`src/rtl/mhp_pkg.sv`:
```
// mhp_pkg: shared MHP frame constants, receiver state encoding and header byte offsets
package mhp_pkg;
  localparam int MHP_HDR_LEN     = 7;
  localparam int MHP_MAX_PAYLOAD = 42;
  localparam int MHP_SCS_LEN     = 2;
  localparam int OFF_DST_LO      = 0;
  localparam int OFF_DST_HI      = 1;
  localparam int OFF_SRC_LO      = 2;
  localparam int OFF_SRC_HI      = 3;
  localparam int OFF_SIZE_HI     = 4;
  localparam int OFF_SIZE_LO     = 5;
  localparam int OFF_DIR_TYPE    = 6;
  typedef enum logic [2:0] {ST_IDLE, ST_HEADER, ST_PAYLOAD, ST_SCS, ST_DONE} mhp_state_e;
  function automatic logic [5:0] mhp_clamp(input logic [5:0] n);
    return (n > 6'(MHP_MAX_PAYLOAD)) ? 6'(MHP_MAX_PAYLOAD) : n;
  endfunction
endpackage

```
`src/rtl/frame_disassembly_if.sv`:
```
// frame_disassembly_if: received byte stream in, decoded frame out
interface frame_disassembly_if;
  import mhp_pkg::*;
  logic [7:0]                   i_rdata;
  logic                         i_rvalid;
  logic [5:0]                   i_payload_size;
  logic [15:0]                  o_dst;
  logic [15:0]                  o_src;
  logic [15:0]                  o_size;
  logic                         o_dir;
  logic [6:0]                   o_type;
  logic [8*MHP_MAX_PAYLOAD-1:0] o_payload;
  logic [15:0]                  o_scs;
  logic                         o_scs_ok;
  logic                         o_done;
  logic                         o_err;
  modport master (
    output i_rdata, i_rvalid, i_payload_size,
    input  o_dst, o_src, o_size, o_dir, o_type, o_payload, o_scs, o_scs_ok, o_done, o_err
  );
  modport slave (
    input  i_rdata, i_rvalid, i_payload_size,
    output o_dst, o_src, o_size, o_dir, o_type, o_payload, o_scs, o_scs_ok, o_done, o_err
  );
endinterface

```
`src/rtl/mhp_checksum.sv`:
```
// mhp_checksum: 16-bit additive byte accumulator; clear together with add loads the byte
module mhp_checksum (
  input  logic        clk,
  input  logic        rst_n,
  input  logic        clr_i,
  input  logic        add_i,
  input  logic [7:0]  data_i,
  output logic [15:0] value_o
);
  logic [15:0] acc_q;
  always_ff @(posedge clk) begin
    if (!rst_n) acc_q <= '0;
    else if (clr_i) acc_q <= add_i ? {8'd0, data_i} : '0;
    else if (add_i) acc_q <= acc_q + {8'd0, data_i};
  end
  assign value_o = acc_q;
endmodule

```
`src/rtl/frame_disassembly.sv`:
```
// frame_disassembly: parses an MHP byte stream into header, payload and checksum fields
module frame_disassembly
  import mhp_pkg::*;
(
  input logic               clk,
  input logic               rst_n,
  frame_disassembly_if.slave bus
);
  mhp_state_e state_q, state_d;
  logic [5:0] cnt_q, cnt_d, n_q, hdr_idx;
  logic v, busy, last_scs, sum_clr, sum_add, ok_q, err_q;
  logic [7:0] d, dt_sh_q, scs_hi_q, dt_q;
  logic [15:0] sum, scs_rx, dst_sh_q, src_sh_q, size_sh_q, dst_q, src_q, size_q, scs_q;
  logic [8*MHP_MAX_PAYLOAD-1:0] pay_sh_q, pay_q;
  assign v        = bus.i_rvalid;
  assign d        = bus.i_rdata;
  assign hdr_idx  = cnt_q + 6'd1;
  assign busy     = state_q inside {ST_HEADER, ST_PAYLOAD, ST_SCS};
  assign last_scs = state_q == ST_SCS && v && cnt_q == 6'(MHP_SCS_LEN-1);
  assign sum_clr  = state_q == ST_IDLE && v;
  assign sum_add  = v && state_q inside {ST_IDLE, ST_HEADER, ST_PAYLOAD};
  assign scs_rx   = {scs_hi_q, d};
  mhp_checksum u_sum (
    .clk     (clk),
    .rst_n   (rst_n),
    .clr_i   (sum_clr),
    .add_i   (sum_add),
    .data_i  (d),
    .value_o (sum)
  );
  always_ff @(posedge clk) begin
    if (!rst_n) begin
      state_q <= ST_IDLE;
      cnt_q   <= '0;
    end else begin
      state_q <= state_d;
      cnt_q   <= cnt_d;
    end
  end
  // b0 is consumed in IDLE, so header byte index is the counter plus one
  always_comb begin
    state_d = state_q;
    case (state_q)
      ST_IDLE:    state_d = v ? ST_HEADER : ST_IDLE;
      ST_HEADER:  state_d = !v ? ST_IDLE : hdr_idx != 6'(MHP_HDR_LEN-1) ? ST_HEADER :
                            n_q == '0 ? ST_SCS : ST_PAYLOAD;
      ST_PAYLOAD: state_d = !v ? ST_IDLE : cnt_q == n_q - 6'd1 ? ST_SCS : ST_PAYLOAD;
      ST_SCS:     state_d = !v ? ST_IDLE : last_scs ? ST_DONE : ST_SCS;
      default:    state_d = ST_IDLE;
    endcase
    cnt_d = state_d != state_q ? '0 : cnt_q + 6'(v);
  end
  always_comb begin
    bus.o_done    = state_q == ST_DONE;
    bus.o_err     = err_q;
    bus.o_dst     = dst_q;
    bus.o_src     = src_q;
    bus.o_size    = size_q;
    bus.o_dir     = dt_q[7];
    bus.o_type    = dt_q[6:0];
    bus.o_payload = pay_q;
    bus.o_scs     = scs_q;
    bus.o_scs_ok  = ok_q;
  end
  always_ff @(posedge clk) begin
    if (!rst_n) begin
      n_q       <= '0;
      dst_sh_q  <= '0;
      src_sh_q  <= '0;
      size_sh_q <= '0;
      dt_sh_q   <= '0;
      scs_hi_q  <= '0;
      pay_sh_q  <= '0;
      dst_q     <= '0;
      src_q     <= '0;
      size_q    <= '0;
      dt_q      <= '0;
      pay_q     <= '0;
      scs_q     <= '0;
      ok_q      <= 1'b0;
      err_q     <= 1'b0;
    end else begin
      err_q <= busy && !v;
      if (state_q == ST_IDLE && v) begin
        n_q            <= mhp_clamp(bus.i_payload_size);
        dst_sh_q[7:0]  <= d;
        pay_sh_q       <= '0;
      end
      if (state_q == ST_HEADER && v) begin
        if (hdr_idx == 6'(OFF_DST_HI))   dst_sh_q[15:8]  <= d;
        if (hdr_idx == 6'(OFF_SRC_LO))   src_sh_q[7:0]   <= d;
        if (hdr_idx == 6'(OFF_SRC_HI))   src_sh_q[15:8]  <= d;
        if (hdr_idx == 6'(OFF_SIZE_HI))  size_sh_q[15:8] <= d;
        if (hdr_idx == 6'(OFF_SIZE_LO))  size_sh_q[7:0]  <= d;
        if (hdr_idx == 6'(OFF_DIR_TYPE)) dt_sh_q         <= d;
      end
      if (state_q == ST_PAYLOAD && v)
        for (int k = 0; k < MHP_MAX_PAYLOAD; k++)
          if (cnt_q == 6'(k)) pay_sh_q[8*k +: 8] <= d;
      if (state_q == ST_SCS && v && cnt_q == '0) scs_hi_q <= d;
      // frame outputs change only when a complete frame lands
      if (last_scs) begin
        dst_q  <= dst_sh_q;
        src_q  <= src_sh_q;
        size_q <= size_sh_q;
        dt_q   <= dt_sh_q;
        pay_q  <= pay_sh_q;
        scs_q  <= scs_rx;
        ok_q   <= sum == scs_rx;
      end
    end
  end
endmodule

```
`src/flat_wrapper.sv`:
```
// flat-port wrapper written by rule: the top's interface ports become plain ports
module frame_disassembly_flat import mhp_pkg::*;
  (clk, rst_n, bus_i_rdata, bus_i_rvalid, bus_i_payload_size, bus_o_dst, bus_o_src, bus_o_size, bus_o_dir, bus_o_type, bus_o_payload, bus_o_scs, bus_o_scs_ok, bus_o_done, bus_o_err);
  frame_disassembly_if bus_i ();
  input logic clk;
  input logic rst_n;
  input wire logic [$bits(bus_i.i_rdata)-1:0] bus_i_rdata;
  input wire logic [$bits(bus_i.i_rvalid)-1:0] bus_i_rvalid;
  input wire logic [$bits(bus_i.i_payload_size)-1:0] bus_i_payload_size;
  output wire logic [$bits(bus_i.o_dst)-1:0] bus_o_dst;
  output wire logic [$bits(bus_i.o_src)-1:0] bus_o_src;
  output wire logic [$bits(bus_i.o_size)-1:0] bus_o_size;
  output wire logic [$bits(bus_i.o_dir)-1:0] bus_o_dir;
  output wire logic [$bits(bus_i.o_type)-1:0] bus_o_type;
  output wire logic [$bits(bus_i.o_payload)-1:0] bus_o_payload;
  output wire logic [$bits(bus_i.o_scs)-1:0] bus_o_scs;
  output wire logic [$bits(bus_i.o_scs_ok)-1:0] bus_o_scs_ok;
  output wire logic [$bits(bus_i.o_done)-1:0] bus_o_done;
  output wire logic [$bits(bus_i.o_err)-1:0] bus_o_err;
  assign bus_i.i_rdata = bus_i_rdata;
  assign bus_i.i_rvalid = bus_i_rvalid;
  assign bus_i.i_payload_size = bus_i_payload_size;
  assign bus_o_dst = bus_i.o_dst;
  assign bus_o_src = bus_i.o_src;
  assign bus_o_size = bus_i.o_size;
  assign bus_o_dir = bus_i.o_dir;
  assign bus_o_type = bus_i.o_type;
  assign bus_o_payload = bus_i.o_payload;
  assign bus_o_scs = bus_i.o_scs;
  assign bus_o_scs_ok = bus_i.o_scs_ok;
  assign bus_o_done = bus_i.o_done;
  assign bus_o_err = bus_i.o_err;
  frame_disassembly u_core (.clk(clk), .rst_n(rst_n), .bus(bus_i));
endmodule
```
`config.mk`:
```
export PLATFORM = sky130hd
export DESIGN_NAME = frame_disassembly_flat
export DESIGN_NICKNAME = d
export VERILOG_FILES = /design/src/rtl/mhp_pkg.sv /design/src/rtl/frame_disassembly_if.sv /design/src/rtl/mhp_checksum.sv /design/src/rtl/frame_disassembly.sv /design/src/flat_wrapper.sv
export SDC_FILE = /design/constraint.sdc
export NUM_CORES = 2
export LEC_CHECK = 0
export CAP_MARGIN = 5
export CORE_ASPECT_RATIO = 1.1
export CORE_MARGIN = 3
export CORE_UTILIZATION = 40
export CTS_CLUSTER_DIAMETER = 40
export DETAILED_ROUTE_END_ITERATION = 12
export GPL_ROUTABILITY_DRIVEN = 0
export HOLD_SLACK_MARGIN = 0.12
export MAX_ROUTING_LAYER = met4
export PLACE_DENSITY_LB_ADDON = 0.05
export SETUP_SLACK_MARGIN = 0.02
export SYNTH_ARGS = -nofsm -noshare
export SYNTH_HDL_FRONTEND = slang
export SYNTH_HIERARCHICAL = 1
export SYNTH_SLANG_ARGS = --single-unit
```
`constraint.sdc`:
```
create_clock -name clk -period 5 [get_ports clk]
set_input_delay 0.75 -clock clk [delete_from_list [all_inputs] [get_ports clk]]
set_output_delay 0.75 -clock clk [all_outputs]
set_load 0.03 [all_outputs]
```
==> results.cfg <==
[global_route]
use_met2_pct = 38.08
gr-usage-all-layers_pct = 24.81
grt_util_met3_pct = 5.095
grt_pass1_vias = 26414
use_met1_pct = 32.77
grt.busiest_layer = met2
overflow = 0
grt_max_degree = 250
grt_antenna_before_repair = 6
grt_pass1_wl_mm = 162.3

[floorplanning]
dieArea_mm2 = 0.08671
core_area_mm2 = 0.08217
start_util_pct = 40.51
num_rows = 110
io_pins = 428
dieWidth_um = 281.0
die_h_um = 308.5

[synth]
ys.flop_type = dfxtp_1
yosys_warnings = 6
avgSynthCellArea_um2 = 8.534
synth_edf_count = 0
yosysTopAreaCell = dfxtp_1
synth_top_cells_by_count = nand2_1 (1125), dfxtp_1 (841), a21boi_0 (596)
synth_area_leaders = dfxtp_1 (51%), a21boi_0 (13%), nand2_1 (13%)
synth_most_common_cell = nand2_1
async_flop_share_pct = 0
syn-num-nets = 3930
netlist_instances = 3900
synth-seq-cells = 841
synth_area_mm2 = 0.03328
synth_top_area_share_pct = 50.59
synthDistinctLibCells = 60
ys_seq_area_share_pct = 50.59

[timing]
tightest_slew_ns = 1.207
max_freq_ghz = 0.3097
period_needed_ns = 3.229
skew_ns = 0.02610
slew_headroom_pct = 18.89
finalCritPeriodShare_pct = 64.57
rsz0062_at_grt = false
setup_viol = 0
hold_viol = 0
drv_slew = 0
setup_tns_ns = 0

[placed_design]
numPortBuffers = 427
dp.cells = 5115
hpwl_mm = 63.80

[detailed_routing]
via_per_inst = 5.170
ant_nets = 0
drt_wl_total_mm = 107.4
drt-initial-drc-count = 2276
wl_per_cell_um = 19.99
drc_errors = 0
drtPass1Iterations = 5
via_count = 27776

[hold_path]
hp-class = reg2reg

[clock_tree]
clk_latency_ns = 0.71
post_cts_resize_count = 0
root_buffer = clkbuf_16
postCtsHoldBufs = 0
cts_buffers = 137
clkSinkCount = 841
cts_setup_buffers = 0
cts_tree = built
htree_levels = 4
clockBufferDepth = 3
clk_pin_slew_ns = 0.05

[worst_setup_path]
setup.worst_path.start_class = register
critPathRequiredTime_ns = 4.25
cpMaxStageDelayCell = dfxtp_1
worstPathArrival_ns = 2.48
path_class = reg2out
cpPeakStageDelay_ns = 0.69
cp-end-kind = output port
crit_path_max_fanout = 22
crit_path_cell_trace = nor2_1 > and2_1 > clkdlybuf4s50_1

[layout]
postLayoutCoreUtil_pct = 52.30
syn_to_final_growth_pct = 29.13
drive_above_1_share_pct = 7.739
nets = 4221
final_cells = 5373

[power]
ir_drop_uv = 300.1
powerDensity_mw_per_mm2 = 402.7
leakagePower_uw = 0.01448
power_uw = 17310

[job]
max-cap-violations = 0

[outcome]
status = complete, no violations
cell usage in the layout (no fill, tap or decap), drive strengths merged, types with 7 or more instances in the layout:
cell	count
o21ai	42
and2	43
a21oi	29
nor2b	79
nor3	25
nand2	1125
clkinv	30
clkbuf	180
clkinvlp	9
clkdlybuf4s50	418
and3	21
mux2i	57
a21boi	709
nand2b	7
nand3b	8
a31oi	16
xnor2	32
inv	25
nand4	12
ha	12
bufinv	20
dfxtp	841
nand3	417
buf	59
nor2	29
layout make-up:
cell class | instances | area, um2
Clock buffer | 179 | 3945
Multi-Input combinational cell | 2721 | 15030
Sequential cell | 841 | 16840
Tap cell | 1064 | 1331
Timing Repair Buffer | 478 | 4765
Clock inverter | 72 | 1012
Antenna cell | 6 | 15.01
Inverter | 12 | 45.04
Fill cell | 7743 | 39190
power by group:
group,switching [uW],internal (uW),leakage [uW],total (uW)
Clock,3390,6630,0.00242,10000
Combinational,361,181,0.00529,542
Sequential,20.6,6730,0.00677,6750
Total,3770,13500,0.0145,17300
through the flow:
stage / worst slack [ns] / cell area [um2] / hold slack (ns)
finish: 1.771 / 42980 / 0.4408
global route: 1.621 / 42970 / 0.4519
CTS: 1.742 / 42950 / 0.4101
detailed placement: 1.338 / 38000 / 0.4420
global placement: 1.387 / 38000 / 0.4386
floorplan: 2.565 / 33280 / 0.4309
final timing paths:
path | start | endpoint | slack (ns) | depth (start not counted)
worst max register to register | u_core/cnt_q[2] | u_core/size_sh_q[1] | 1.86 | 5
worst max-delay path | u_core/state_q[0] | bus_o_done | 1.77 | 3
worst min-delay path | u_core/pay_sh_q[287] | u_core/bus.o_payload[287] | 0.44 | 2
worst min register to register | u_core/pay_sh_q[287] | u_core/bus.o_payload[287] | 0.44 | 2
worst max-delay path: cells and delay by family, from the launching register on:
| kind | cells | cell delay, ns |
|---|---|---|
| simple gates | 2 | 0.41 |
| flops | 1 | 0.69 |
| buf+inv | 1 | 0.67 |
metal layers:
metal,vias up,routed length (um)
li1,13674,-
met1,13259,49610
met2,698,49290
met3,145,5762
met4,0,2754
met5,-,0
registers in the layout (all words and copies together), names as in the netlist:
register	count
u_core/pay_sh_q	336
u_core/cnt_q	6
u_core/bus.o_err	1
u_core/bus.o_scs_ok	1
u_core/bus.o_scs	16
u_core/state_q	3
u_core/src_sh_q	16
u_core/scs_hi_q	8
u_core/bus.o_size	16
u_core/dt_q	8
u_core/size_sh_q	16
u_core/bus.o_payload	336
u_core/dt_sh_q	8
u_core/u_sum/value_o	16
u_core/dst_sh_q	16
u_core/n_q	6
u_core/bus.o_src	16
u_core/bus.o_dst	16
kinds of logic (layout without fill, tap and decap cells):
logic type | after synthesis | in the layout | share of synthesized area [%]
mux | 57 | 57 | 1.752
buf+inv | 338 | 741 | 4.466
fa+ha+maj | 13 | 13 | 0.5113
other cells | 0 | 6 | 0
simple gates | 1790 | 1790 | 23.58
xor+xnor | 37 | 37 | 0.9737
compound gates | 824 | 824 | 18.14
flops | 841 | 841 | 50.59
No activity file was read; power rests on OpenSTA's default activity.
